## config.mk

```make
export PLATFORM = sky130hd
export DESIGN_NAME = wb_arbiter
export DESIGN_NICKNAME = d
export VERILOG_FILES = /design/src/rtl/wb_pkg.sv /design/src/rtl/wb_fifo.sv /design/src/rtl/wb_arbiter.sv
export SDC_FILE = /design/constraint.sdc
export NUM_CORES = 1
export LEC_CHECK = 0
export ABC_AREA = 0
export BUFFER_PORTS_ARGS = -buffer_cell sky130_fd_sc_hd__buf_2
export CORE_MARGIN = 1.5
export CORE_UTILIZATION = 40
export CTS_CLUSTER_SIZE = 28
export DETAILED_ROUTE_END_ITERATION = 7
export GPL_TIMING_DRIVEN = 0
export HOLD_SLACK_MARGIN = 0.03
export PLACE_DENSITY = 0.61
export SLEW_MARGIN = 20
export SYNTH_ARGS = -nofsm -noshare
export SYNTH_HDL_FRONTEND = slang
export SYNTH_SLANG_ARGS = --single-unit
```

## constraint.sdc

```tcl
create_clock -name clk -period 7 [get_ports clk]
set_clock_uncertainty 0.15 [all_clocks]
set_input_delay 0.35 -clock clk [delete_from_list [all_inputs] [get_ports clk]]
set_output_delay 0.35 -clock clk [all_outputs]
set_load 0.01 [all_outputs]
```

## src/rtl/wb_pkg.sv

```systemverilog
// Shared types and defaults for the writeback arbiter.
package wb_pkg;

   localparam int unsigned QFIFO_DEPTH_DEF = 4;
   localparam int unsigned AGE_LIMIT_DEF   = 8;

   // One register file write request.
   typedef struct packed {
      logic [4:0]  rd;
      logic [31:0] wd;
   } wb_req_t;

   // Winner of the write port in the current cycle.
   typedef enum logic [1:0] {
      SRC_NONE,
      SRC_ALU,
      SRC_LD,
      SRC_Q
   } wb_src_e;

endpackage

```

## src/rtl/wb_fifo.sv

```systemverilog
// Synchronous FIFO of writeback requests; wrap-bit pointers give full/empty.
module wb_fifo
   import wb_pkg::*;
#(
   parameter int unsigned DEPTH = QFIFO_DEPTH_DEF
) (
   input  logic    clk,
   input  logic    reset_n,
   input  logic    push,
   input  wb_req_t push_data,
   input  logic    pop,
   output wb_req_t head,
   output logic    full,
   output logic    empty
);

   localparam int unsigned PW = $clog2(DEPTH);

   logic [PW:0] wptr_q, rptr_q;
   wb_req_t     mem_q [DEPTH];

   assign empty = (wptr_q == rptr_q);
   assign full  = (wptr_q[PW] != rptr_q[PW]) && (wptr_q[PW-1:0] == rptr_q[PW-1:0]);
   assign head  = mem_q[rptr_q[PW-1:0]];

   // Pointer update; reset discards any stored entries.
   always_ff @(posedge clk or negedge reset_n) begin
      if (!reset_n) begin
         wptr_q <= '0;
         rptr_q <= '0;
      end else begin
         if (push && !full)  wptr_q <= wptr_q + (PW+1)'(1);
         if (pop && !empty)  rptr_q <= rptr_q + (PW+1)'(1);
      end
   end

   // Storage write; contents need no reset since the pointers gate visibility.
   always_ff @(posedge clk) begin
      if (push && !full) mem_q[wptr_q[PW-1:0]] <= push_data;
   end

endmodule

```

## src/rtl/wb_arbiter.sv

```systemverilog
// Writeback arbiter: merges ALU, load and quantum results onto the single
// register file write port and tracks pending long-latency destinations.
module wb_arbiter
   import wb_pkg::*;
#(
   parameter int unsigned QFIFO_DEPTH = QFIFO_DEPTH_DEF,
   parameter int unsigned AGE_LIMIT   = AGE_LIMIT_DEF
) (
   input  logic        clk,
   input  logic        reset_n,
   input  logic        alu_valid,
   input  logic [4:0]  alu_rd,
   input  logic [31:0] alu_wd,
   input  logic        ld_valid,
   output logic        ld_ready,
   input  logic [4:0]  ld_rd,
   input  logic [31:0] ld_wd,
   input  logic        q_valid,
   output logic        q_ready,
   input  logic [4:0]  q_rd,
   input  logic [31:0] q_wd,
   input  logic        issue_valid,
   input  logic        issue_long,
   input  logic [4:0]  issue_rd,
   output logic [31:0] busy,
   output logic        rf_we,
   output logic [4:0]  rf_rd,
   output logic [31:0] rf_wd
);

   localparam int unsigned AW = $clog2(AGE_LIMIT + 1);

   wb_req_t     fifo_head, req;
   logic        fifo_full, fifo_empty, q_push, q_pop, q_aged;
   wb_src_e     grant;
   logic [AW-1:0] age_q, age_d;
   logic [31:0] busy_q, busy_d, set_mask, clr_mask;
   logic        rf_we_q, rf_we_d;
   logic [4:0]  rf_rd_q;
   logic [31:0] rf_wd_q;

   assign q_aged   = (age_q == AW'(AGE_LIMIT));
   assign ld_ready = !alu_valid && !q_aged;
   assign q_ready  = !fifo_full;
   assign q_push   = q_valid && q_ready;
   assign q_pop    = (grant == SRC_Q);

   wb_fifo #(
      .DEPTH (QFIFO_DEPTH)
   ) u_fifo (
      .clk       (clk),
      .reset_n   (reset_n),
      .push      (q_push),
      .push_data ('{rd: q_rd, wd: q_wd}),
      .pop       (q_pop),
      .head      (fifo_head),
      .full      (fifo_full),
      .empty     (fifo_empty)
   );

   // Grant selection: an aged quantum head jumps ahead of the load unit.
   always_comb begin
      grant = SRC_NONE;
      if (alu_valid)                     grant = SRC_ALU;
      else if (q_aged && !fifo_empty)    grant = SRC_Q;
      else if (ld_valid)                 grant = SRC_LD;
      else if (!fifo_empty)              grant = SRC_Q;
   end

   // Write port mux, age counter and scoreboard next-state.
   always_comb begin
      req = '0;
      unique case (grant)
         SRC_ALU: req = '{rd: alu_rd, wd: alu_wd};
         SRC_LD:  req = '{rd: ld_rd, wd: ld_wd};
         SRC_Q:   req = fifo_head;
         default: req = '0;
      endcase

      rf_we_d = (grant != SRC_NONE) && (req.rd != 5'd0);

      age_d = age_q;
      if (fifo_empty || q_pop) age_d = '0;
      else if (!q_aged)        age_d = age_q + AW'(1);

      set_mask = '0;
      if (issue_valid && issue_long && (issue_rd != 5'd0)) set_mask = 32'd1 << issue_rd;
      clr_mask = '0;
      if ((grant == SRC_LD) || (grant == SRC_Q)) clr_mask = 32'd1 << req.rd;
      // Set after clear so a same-edge re-issue keeps the bit pending.
      busy_d    = (busy_q & ~clr_mask) | set_mask;
      busy_d[0] = 1'b0;
   end

   // Registered write port, age counter and scoreboard.
   always_ff @(posedge clk or negedge reset_n) begin
      if (!reset_n) begin
         rf_we_q <= 1'b0;
         rf_rd_q <= '0;
         rf_wd_q <= '0;
         age_q   <= '0;
         busy_q  <= '0;
      end else begin
         rf_we_q <= rf_we_d;
         if (grant != SRC_NONE) begin
            rf_rd_q <= req.rd;
            rf_wd_q <= req.wd;
         end
         age_q  <= age_d;
         busy_q <= busy_d;
      end
   end

   assign rf_we = rf_we_q;
   assign rf_rd = rf_rd_q;
   assign rf_wd = rf_wd_q;
   assign busy  = busy_q;

endmodule

```

==> run summary, run 1 <==
For this block, the initial DRC count from the detailed router was 433. In this run the static leakage power is 5.266 nW. The logs give 27,000 um for the final wirelength and 0 for the total of max-cap violations. The peak fanout along the critical path came out at 10. Number of enable-type register cells in the synthesized netlist: 148. By area the synthesized netlist is led by sky130_fd_sc_hd__edfxtp_1, sky130_fd_sc_hd__dfrtp_1, sky130_fd_sc_hd__mux4_2.

The type of the setup path with the least slack was reg -> reg. The run gives 3110 ps as the data arrival time at the worst-slack endpoint. The clock period could shrink to 2861 ps.

For the worst-case headroom to the max-slew limit, the log shows 39.88%. The first detailed-routing pass took 5 iterations. For the final routed database, the setup TNS stands at 0 ps. The worst-path cell with the longest stage delay was sky130_fd_sc_hd__dfrtp_1.

The full die area was 25,480 um^2; the worst hold slack was 53.15 ps. The synthesized netlist devotes 6.234% of its cell area to simple gates. Global routing used 21.34% of the available tracks across all layers.

During placement, the flow inserted port buffers numbering 191. TritonCTS built the clock tree. The synthesis-to-layout area growth was 30.24%. The maximum number of pins on one net before global-route repair is 41, and the maximum cell stage delay along the critical path is 400 ps. Power spread over the standard cell area amounts to 372.5 nW/um^2. In the synthesized netlist the dominant register cell turns out to be sky130_fd_sc_hd__edfxtp_1.

The tree is rooted in a sky130_fd_sc_hd__clkbuf_16. Area share of fa/ha/maj cells after synthesis: 0.8924%. The minimum setup slack among reg-to-reg paths came out at 4140 ps.

The number of cells on the worst reg-to-reg path is 11. The most instantiated library cell after synthesis was sky130_fd_sc_hd__edfxtp_1. STA puts the critical path data required time at 7240 ps. Measured against the total synthesized area, the mux share comes to 8.491%.

The share of the cycle needed by the critical path after routing is 40.87%, and the die height is 159.6 um. For the number of max-slew violations in the final report, the log shows 0. Critical path startpoint category: a flip-flop. In the routed design, unresolved DRC markers number 0. The net count of the mapped netlist is 808, and the number of antenna violations at the first check in global routing is 1. Tracing the worst setup path back leads to its startpoint at age_q[0]. The worst hold path belongs to the class in -> reg.

The congestion estimate from routability-driven global placement came to 0.8375. The fraction of final layout cells with drive strength greater than 1 was 31.07%; the total vias in the final route was 7,117. The final setup violation count was 0; the area of the core was 24,180 um^2. TritonCTS sink count: 227. The run gives 0 as the count of yosys warnings during synthesis. The cell area after synthesis is 9814 um^2. The critical path ends at rf_wd[29]. After synthesis, the share of flip-flops with an asynchronous set or reset is 34.80%.

The clock reaches the later pin of the worst-skew pair after 530 ps. VDD sags by at most 0.2263 mV. The tools report the startpoint of the lowest-slack register-to-register path as age_q[0].

For the pin with the worst max-slew slack, the measured transition is 898.5 ps. Summing all placed instances gives a cell area of 11,290 um^2. Clock-pin slew was measured on the worst setup and hold paths at 60 ps. The count of H-tree levels built during CTS came out at 1. Once the floorplan was initialized, standard cells occupied 40.59% of the core. The logs give 18,360 um for the detailed placement HPWL and 0 for the total congestion overflow.

The number of distinct library cells after synthesis was 58. By count the netlist is led by sky130_fd_sc_hd__edfxtp_1, sky130_fd_sc_hd__o21ai_0, sky130_fd_sc_hd__dfrtp_1. Counting every instance in the synthesized netlist gives 678. The design draws 4.762 mW. The floorplan step set the die width to 159.6 um. A synthesized cell averages 14.48 um^2. Number of global-route vias before repair: 7,248. The compound-gate portion of the synthesized area is 14.93%. The first global-routing pass estimated 41,640 um of wire. In this run the deepest clock path goes through 3 buffers. In this run the remaining antenna-violating nets after routing total 0. For this run, the top clock speed supported by timing is 349.6 MHz.

Counting the fill cells in the layout gives 2,051. The worst setup path is captured at a flip-flop. The average detailed-routed wire length per instance was 20.56 um; the post-cts gate resize count was 0. For the net count reported at finish, the log shows 1,100.

Setup repair after global routing left no endpoint under its margin. Using the TritonRoute via totals, the vias-per-cell ratio works out to 5.420. Area share of the largest cell type after synthesis: 45.28%.

Measured on the finished design, the core utilization comes to 52.87%. The xor/xnor share of the synthesized area is 1.313%. The run finished with clean final reports. After synthesis the netlist holds a flip-flop and latch count of 227. The number of hold-slack violations in the final timing report was 0; the floorplan row count was 57.

By area, the combinational part of the netlist is dominated by compound AO/OA/AOI/OAI gates. The run gives 12,780 um^2 as the area of all placed cells without fillers. The portion of the post-synthesis area used by sequential elements is 65.43%, and the number of buffers added by the clock tree synthesis step is 25. Walking the worst path, the cells encountered are inv_1 -> ha_1 -> and3b_1 -> clkbuf_1 -> o31ai_4 -> buf_6 -> clkbuf_1 -> and3_1 -> a211o_1 -> o21ai_0 -> o21ai_0. The worst register-to-register path ends at rf_wd[29]. Cell taking the most area after synthesis: sky130_fd_sc_hd__edfxtp_1. In this run the count of I/O pins placed on the die edge is 195.
[flip-flops by register name, summed over array words and instances, names as in the netlist]
| register | count |
|---|---|
| u_fifo.mem_q | 148 |
| u_fifo.wptr_q | 3 |
| rf_wd | 32 |
| rf_rd | 5 |
| busy | 31 |
| rf_we | 1 |
| u_fifo.rptr_q | 3 |
| age_q | 4 |
[cells in the final DEF, fill, tap and decap left out, types with 3 or more instances in the layout]
cell | netlist | layout
sky130_fd_sc_hd__a211o_1 | 35 | 35
sky130_fd_sc_hd__a21oi_1 | 8 | 8
sky130_fd_sc_hd__and2_1 | 3 | 3
sky130_fd_sc_hd__and3_1 | 40 | 36
sky130_fd_sc_hd__and3_2 | 0 | 3
sky130_fd_sc_hd__buf_12 | 1 | 3
sky130_fd_sc_hd__buf_2 | 11 | 201
sky130_fd_sc_hd__buf_6 | 2 | 3
sky130_fd_sc_hd__clkbuf_1 | 24 | 29
sky130_fd_sc_hd__clkbuf_16 | 0 | 25
sky130_fd_sc_hd__clkinv_1 | 0 | 3
sky130_fd_sc_hd__clkinv_2 | 0 | 7
sky130_fd_sc_hd__dfrtp_1 | 79 | 79
sky130_fd_sc_hd__dlygate4sd3_1 | 0 | 70
sky130_fd_sc_hd__edfxtp_1 | 148 | 148
sky130_fd_sc_hd__ha_1 | 7 | 7
sky130_fd_sc_hd__inv_1 | 15 | 15
sky130_fd_sc_hd__mux4_2 | 37 | 37
sky130_fd_sc_hd__nand2_1 | 30 | 30
sky130_fd_sc_hd__nand3_1 | 8 | 8
sky130_fd_sc_hd__nor2_1 | 16 | 16
sky130_fd_sc_hd__o211ai_1 | 4 | 4
sky130_fd_sc_hd__o21ai_0 | 130 | 130
sky130_fd_sc_hd__o21ai_1 | 8 | 8
sky130_fd_sc_hd__o31ai_1 | 16 | 16
sky130_fd_sc_hd__xnor2_1 | 7 | 7
sky130_fd_sc_hd__xor2_1 | 4 | 4
[what timing repair did]
action | CTS | global route
setup buffers | 0 | 0
hold buffers | 70 | 0
endpoints found under the hold margin | 259 | 0
[worst min path at each step]
stage           startpoint       end  slack [ps]  cells past startpoint
3_5_place_dp       reset_n  age_q[2]         140                      1
5_1_grt           ld_rd[1]  rf_rd[1]          70                      3
3_3_place_gp      rf_rd[3]  rf_rd[3]         310                      2
6_report       issue_rd[3]  busy[29]          50                      3
2_1_floorplan      reset_n  age_q[0]        -100                      0
4_1_cts        issue_rd[3]  busy[29]          40                      3
[kinds of logic after synthesis]
kind of cell / count (synthesis)
buf+inv: 56
simple gates: 114
fa+ha+maj: 7
flops: 227
other cells: 1
xor+xnor: 13
mux: 37
compound gates: 223
[area by class of cell]
| class | count | area, um^2 | share of cell area (%) |
|---|---|---|---|
| Sequential cell | 227 | 6421 | 50.23 |
| Multi-Input combinational cell | 395 | 3139 | 24.56 |
| Timing Repair Buffer | 265 | 1758 | 13.75 |
| Clock buffer | 31 | 658.1 | 5.149 |
| Tap cell | 324 | 405.4 | 3.171 |
| Buffer | 41 | 206.4 | 1.615 |
| Clock inverter | 14 | 135.1 | 1.057 |
| Inverter | 15 | 56.30 | 0.4405 |
| Antenna cell | 1 | 2.502 | 0.01958 |
[metrics by stage]
step	setup slack [ps]	instances
2_1_floorplan	4564	678
3_5_place_dp	4117	1197
4_1_cts	4110	1312
3_3_place_gp	3738	1193
5_1_grt	3882	1313
6_report	4139	1313
[layer usage]
layer | global-route usage [%] | share of wire, % | up-vias | wire [um]
met1 | 28.68 | 42 | 3543 | 11400
met4 | 4.674 | 1.8 | 0 | 498
li1 | - | - | 3235 | -
met3 | 5.247 | 8.2 | 33 | 2225
met5 | 0 | 0 | - | 0
met2 | 35.27 | 48 | 306 | 12870
[power by group]
part / leakage [nW] / total, mW / internal, mW / switching [mW]
clock: 0.396 / 1.28 / 0.744 / 0.533
combinational: 2.56 / 1.55 / 0.672 / 0.882
sequential: 2.31 / 1.93 / 1.79 / 0.136
total: 5.27 / 4.76 / 3.21 / 1.55
[worst max-delay path, delay by kind of cell (launching register included)]
kind	cells	cell delay, ps
buffers and inverters	4	900
AOI/OAI and AO/OA	4	630
and+or+nand+nor	2	460
DFF	1	400
adders and majority gates	1	160
(Power assumes the default switching activity.)
==> run 2, diff against run 1 <==
==> constraint.sdc (replaced) <==
create_clock -name clk -period 2.8 [get_ports clk]
set_clock_uncertainty 0.15 [all_clocks]
set_input_delay 0.14 -clock clk [delete_from_list [all_inputs] [get_ports clk]]
set_output_delay 0.14 -clock clk [all_outputs]
set_load 0.01 [all_outputs]
==> run 2 against run 1 <==
  * Power rose to 2.5 times the previous value
  * Flip-flop and latch count unchanged
  * Final cell count grew 5.0%
  * Register-to-register slack lost 4000 ps
  * Sequential share of layout area down 2.6 points
  * Combinational power grew to 2.6 times the previous value
==> run summary, run 2 (synthesis gave the netlist of run 1 again) <==
The area of all placed cells without fillers was 13,480 um^2. Port buffering added 191 buffers. The share of the cycle needed by the critical path after routing was 96.00%; the sequential fraction of design power was 40.3%.

Master cell of the clock root buffer: sky130_fd_sc_hd__clkbuf_16. Data arrives at the worst endpoint at 3010 ps. Counting cells, the worst reg-to-reg path comes to 9. Entering global routing, the biggest net connects 41 pins. The power density of the placed cells is 889.7 nW/um^2, and the detailed placement HPWL is 18,360 um. The first global-routing pass estimated 43,640 um of wire. The measured slew at the worst slew-check pin is 889.5 ps, and the floorplan row count is 57. The largest voltage drop on the vdd net came out at 0.5700 mV.

TritonCTS created 25 clock buffers. In this run the worst setup path terminates at rf_we. The number of max-slew violations in the final report was 0.

The peak fanout along the critical path came out at 10. Before antenna repair, the detailed router went through 5 iterations. The run gives 472 as the DRC violation total after the first TritonRoute iteration.

TritonCTS built the clock tree. The final core area utilization was 55.74%; the total congestion overflow was 0. In this run the critical register-to-register path is launched from u_fifo.rptr_q[0].

The routed layout has 7,415 vias. The region available for standard cell placement spans 24,180 um^2. The worst-case headroom to the max-slew limit was 40.48%; the number of top-level pins was 195. The initial standard-cell utilization of the core came out at 40.59%.

The cell total after placement is 1,197. The relative contribution of combinational cells to total power was 33.1%; the die extent in x was 159.6 um. At the later pin of the worst-skew pair, clock insertion delay measures 530 ps. The minimum setup slack among reg-to-reg paths came out at 110 ps. The run gives 372.0 MHz as the maximum clock frequency.

The library cells used most frequently in the layout, excluding fill and tap cells, are sky130_fd_sc_hd__buf_2, sky130_fd_sc_hd__edfxtp_1, sky130_fd_sc_hd__dlygate4sd3_1. The logs give 44.41 ps for the worst hold slack and 5.546 nW for the total leakage power. The area of placed instances is 11,290 um^2, and the final setup violation count is 0.

Most common cell after layout, fill and taps aside: sky130_fd_sc_hd__buf_2. The run gives 0 as the remaining antenna violation count after routing. The tool flagged a number of max-cap violations equal to 0.

The clock period could shrink to 2688 ps. The run finished with clean final reports. After detailed routing, the average wire length per cell comes to 20.32 um. The tools report the worst hold path startpoint as ld_wd[1].

The class of the most critical hold timing path is in -> reg. The internal power consumption is 8.099 mW, and the worst endpoint required time is 3120 ps. For the global-route usage over all layers, the log shows 22.26%. For the weighted congestion reported at the end of routability-driven placement, the log shows 0.8375.

The critical path startpoint category was a flip-flop. Maximum number of buffers from clock root to sink: 3. From bottom edge to top edge, the die measures 159.6 um.

The post-detailed-route via-to-cell ratio was 5.377; the clock-pin slew of the registers on the worst-case setup and hold paths was 60 ps. Type of the setup path with the least slack: reg -> reg. For this design, the sink count on the clock tree is 227. The run gives 28,020 um as the final wirelength.

Once layout is complete, the cells apart from fillers number 1,379. Across all setup checks in the final design, the least slack found is 111.9 ps. STA classifies the critical path endpoint as a flip-flop. The number of global-route vias before repair is 7,679. Number of antenna violations at the first check in global routing: 1. The register with the most flip-flops in the layout has 148 of them. From synthesis to final layout, the design area changed by 37.30%. For the net count reported at finish, the log shows 1,166. Origin of the worst setup path: u_fifo.rptr_q[0].

The fraction of final layout cells with drive strength greater than 1 is 29.98%. Setup repair after global routing left no endpoint under its margin. In this run the power spent charging and discharging nets is 3.891 mW. The switching part of the total was 32.45%; the post-placement worst setup slack was -82.96 ps. The relative contribution of the clock network to total power was 26.6%. The tools report the full die area as 25,480 um^2. Number of hold-slack violations in the final timing report: 0. In this run the critical register-to-register path is captured at rf_we.

The run gives 1 as the count of H-tree levels built during CTS. In the routed design, unresolved DRC markers number 0.
[run 2: cell count changes in the layout (fill, tap and decap cells not counted), moves of 2 or more]
cell	previous run	this run
sky130_fd_sc_hd__clkbuf_1	29	24
sky130_fd_sc_hd__dlygate4sd3_1	70	135
sky130_fd_sc_hd__clkbuf_2	0	3
sky130_fd_sc_hd__buf_4	2	4
[run 2: worst min path at each step]
stage / to / slack (ps) / cells after the start
final: rf_wd[1] / 40 / 5
after global routing: rf_wd[7] / 70 / 5
after floorplan: age_q[0] / -310 / 0
after CTS: rf_wd[2] / 30 / 5
after global placement: u_fifo.mem_q[2][22] / 210 / 1
after detailed placement: age_q[2] / -70 / 1
[run 2: what timing repair did]
action                                 CTS  global route
setup buffers                            0             2
resized for setup                        0            10
setup endpoints to repair               11            41
endpoints found under the hold margin  296             0
hold buffers                           136             0
[run 2: power groups by stage]
| stage | sequential, mW | clock (mW) | combinational [mW] |
|---|---|---|---|
| 2_1_floorplan | 4.96 | 0 | 2.36 |
| 3_3_place_gp | 4.91 | 0 | 3.71 |
| 3_5_place_dp | 4.89 | 0 | 3.82 |
| 4_1_cts | 4.83 | 3.25 | 4.00 |
| 5_1_grt | 4.91 | 3.38 | 4.34 |
| 6_report | 4.83 | 3.19 | 3.97 |
[run 2: per-stage QoR]
stage                     power (mW)  setup TNS, ps
after global routing           12.63              0
after detailed placement       8.715         -423.3
after global placement         8.617         -62420
final                          11.99              0
after floorplan                7.318              0
after CTS                      12.08              0
[run 2: layout make-up]
class                           instances  area [um^2]
Fill cell                            1977        10700
Sequential cell                       227         6421
Multi-Input combinational cell        395         3148
Timing Repair Buffer                  333         2444
Clock buffer                           31        658.1
Tap cell                              324        405.4
Buffer                                 39        205.2
Clock inverter                         14        135.1
Inverter                               15        56.30
Antenna cell                            1        2.502
[run 2: routing by layer]
metal	part of all wire [%]	vias to the layer above	GRT usage [%]
met5	0	-	0
met4	1.8	0	4.931
met3	7.7	34	5.091
met2	48	300	37.30
met1	42	3712	29.69
li1	-	3369	-
[run 2: critical path: stages, from the launching register on]
cell                            delay, ps
sky130_fd_sc_hd__dfrtp_1              390
sky130_fd_sc_hd__buf_6                150
sky130_fd_sc_hd__xor2_2               200
sky130_fd_sc_hd__o31ai_4              400
sky130_fd_sc_hd__clkbuf_4             310
sky130_fd_sc_hd__o211ai_1             160
sky130_fd_sc_hd__dlygate4sd3_1        630
sky130_fd_sc_hd__nand3_1               80
sky130_fd_sc_hd__nor2_1                50
sky130_fd_sc_hd__nand2_1              100
==> run 3, diff against run 2 <==
--- a/config.mk
+++ b/config.mk
@@ -14,6 +14,7 @@
 export GPL_TIMING_DRIVEN = 0
 export HOLD_SLACK_MARGIN = 0.03
 export PLACE_DENSITY = 0.61
+export RECOVER_POWER = 50
 export SLEW_MARGIN = 20
 export SYNTH_ARGS = -nofsm -noshare
 export SYNTH_HDL_FRONTEND = slang
==> constraint.sdc (replaced) <==
create_clock -name clk -period 3.2 [get_ports clk]
set_clock_uncertainty 0.15 [all_clocks]
set_input_delay 0.16 -clock clk [delete_from_list [all_inputs] [get_ports clk]]
set_output_delay 0.16 -clock clk [all_outputs]
set_load 0.01 [all_outputs]
==> run 3 against run 2 <==
  * The run now ends with capacitance limit, slew limit left
  * Final cell count hardly changed
  * Worst setup slack better by 65 ps
  * Clock power is 12% lower
  * Highest routed layer unchanged
  * Clock-buffer cell count stayed put
  * Largest power group unchanged
  * Global-route usage is 0.19 points lower
  * Combinational power is 14% lower
  * Sequential power is 12% lower
  * Register-to-register slack better by 70 ps
  * Power is 13% lower
==> run summary, run 3 (synthesis gave the netlist of run 1 again) <==
The die covers 25,480 um^2. The floorplan row count is 57, and the maximum number of buffers from clock root to sink is 3. Average detailed-routed wire length per instance: 20.22 um. The cell sitting at the root of the clock tree is a sky130_fd_sc_hd__clkbuf_16. The flow ran to the end, but the final reports show violations.

The die is 159.6 um wide. Cells fill 55.11% of the core in the end. The die height is 159.6 um, and the synthesis-to-layout area growth is 35.76%. The global-route usage over all layers is 22.07%, and the net count reported at finish is 1,165.

In the layout the commonest cells are sky130_fd_sc_hd__edfxtp_1, sky130_fd_sc_hd__dlygate4sd3_1, sky130_fd_sc_hd__o21ai_0. The peak fanout along the critical path was 10; the number of top-level pins was 195. The count of H-tree levels built during CTS was 1; the total leakage power was 5.282 nW. TritonCTS built the clock tree. Number of max-slew violations in the final report: 40. The checks that failed: capacitance limit, slew limit. The startpoint identified for the worst hold timing path is ld_wd[4]. The tools report the number of antenna violations at the first check in global routing as 1. The pre-antenna-repair detailed-routing pass consisted of 5 iterations. The largest individual stage delay along the critical path comes from the cell sky130_fd_sc_hd__dlygate4sd3_1. The worst setup path is launched from a flip-flop.

Setup repair after global routing left no endpoint under its margin. Wires add up to 27,870 um. Based on the critical path, the design can be clocked at up to 330.8 MHz. The clock-pin slew of the registers on the worst-case setup and hold paths is 60 ps. The path class of the tightest hold or removal check is in -> reg. Counting instances, the worst hold path has a depth of 5.

The finished layout holds 1,378 standard cells, fillers aside. The number of buffers added by the clock tree synthesis step was 25. At the pin with the least slew margin, the transition time is 1714 ps. The total congestion overflow is 0, and the total vias in the final route is 7,392.

The post-detailed-route via-to-cell ratio works out to 5.364. Across all setup checks in the final design, the least slack found is 177.0 ps. The run gives 0 as the final setup violation count. The later pin in the worst-skew pair is clocked with a latency of 530 ps.

In this design, the stage delay of the slowest critical-path cell is 560 ps. IR analysis of the VDD net gives a maximum drop of 0.5001 mV. The flip-flop count of the largest register, all copies and words added came out at 148.

Power comes to 10.45 mW. The maximum number of pins on one net before global-route repair is 41, and the area of all placed cells without fillers is 13,320 um^2. The most common cell after layout, fill and taps aside was sky130_fd_sc_hd__edfxtp_1. The share of the cycle needed by the critical path after routing was 94.47%. After legalization and detailed placement, the total HPWL measured 18,360 um. The worst register-to-register path has a depth of 9.

The count of input and output buffers came out at 191. In this run the remaining antenna-violating nets after routing total 0. After detailed routing, the number of remaining DRC violations is 0. The worst setup path is of the reg -> reg kind. The first global-routing pass estimated 43,200 um of wire. The initial standard-cell utilization of the core was 40.59%; the total of max-cap violations was 1. Kind of capture point of the worst setup path: a flip-flop.

Data on the critical path is required at its endpoint by 3440 ps. The number of global-route vias before repair is 7,680, and the number of buffers added for setup after CTS is 0. The most used cell along the critical path was sky130_fd_sc_hd__buf_6. The core region is 24,180 um^2.

The critical path starts at u_fifo.rptr_q[0]. The logs give 0 for the number of hold-slack violations in the final timing report and 227 for the TritonCTS sink count. The worst register-to-register path begins at u_fifo.rptr_q[0].

Prior to clock tree synthesis, the placed netlist has a worst setup slack of 317.0 ps. In the final layout, the share of cells above drive strength 1 is 22.41%. The smallest clock period supported by the final layout is computed as 3023 ps.

Walking the worst path, the cells encountered are buf_6 -> xor2_2 -> o31ai_4 -> buf_6 -> a32o_1 -> dlygate4sd3_1 -> nor2_2 -> nor4_2 -> o221ai_1. The worst-case headroom to the max-slew limit came out at -14.28%. The area of placed instances is 11,290 um^2, and the DRC violation total after the first TritonRoute iteration is 469. The run gives 0.8375 as the weighted congestion reported at the end of routability-driven placement. In this run, placement finished with an instance count of 1,197. In this run the power density over the cells is 784.3 nW/um^2.

STA puts the critical path data arrival time at 3270 ps.
run 3: where the power goes:
part / total (mW) / internal [mW] / switching [mW] / leakage, nW
registers: 4.23 / 3.93 / 0.302 / 2.31
logic: 3.42 / 1.48 / 1.94 / 2.57
clock network: 2.80 / 1.63 / 1.17 / 0.396
total: 10.4 / 7.03 / 3.42 / 5.28
run 3: metrics by stage:
stage	TNS (ps)	hold slack, ps
final	0	48.98
after global routing	0	84.93
after CTS	0	30.05
after detailed placement	0	-51.16
after global placement	-3078	228.0
after floorplan	0	-285.6
run 3: what timing repair did:
item,CTS,global route
gates resized for setup,0,3
endpoints found under the hold margin,296,0
endpoints found under the setup margin,0,19
hold buffers,136,0
run 3: path summary, 6_finish.rpt:
| kind | endpoint | slack [ps] |
|---|---|---|
| min | rf_wd[4] | 50 |
| min in group asynchronous | age_q[1] | 960 |
| max in group asynchronous | busy[13] | 650 |
| max | busy[26] | 180 |
| min reg2reg | rf_rd[3] | 330 |
| max reg2reg | busy[26] | 180 |
run 3: worst max-delay path: cells and delay by family (launching register included):
family | cells | cell delay, ps
XOR/XNOR | 1 | 200
flip-flops | 1 | 390
AO/OA/AOI/OAI | 3 | 720
buffers and inverters | 3 | 940
AND/OR/NAND/NOR | 2 | 480
run 3: cell type report:
cell class                      instances  area, um^2
Buffer                                 40       203.9
Sequential cell                       227        6421
Inverter                               15       56.30
Antenna cell                            1       2.502
Fill cell                            2007       10850
Clock inverter                         14       135.1
Clock buffer                           31       658.1
Timing Repair Buffer                  331        2301
Multi-Input combinational cell        395        3141
Tap cell                              324       405.4
run 3: layer usage:
layer  global-route usage, %  vias to the layer above  share of wire (%)
met5                       0                        -                  0
met4                   4.889                        0                1.8
met3                   5.065                       36                7.0
met2                   37.30                      282                 49
met1                   29.15                     3709                 43
li1                        -                     3365                  -
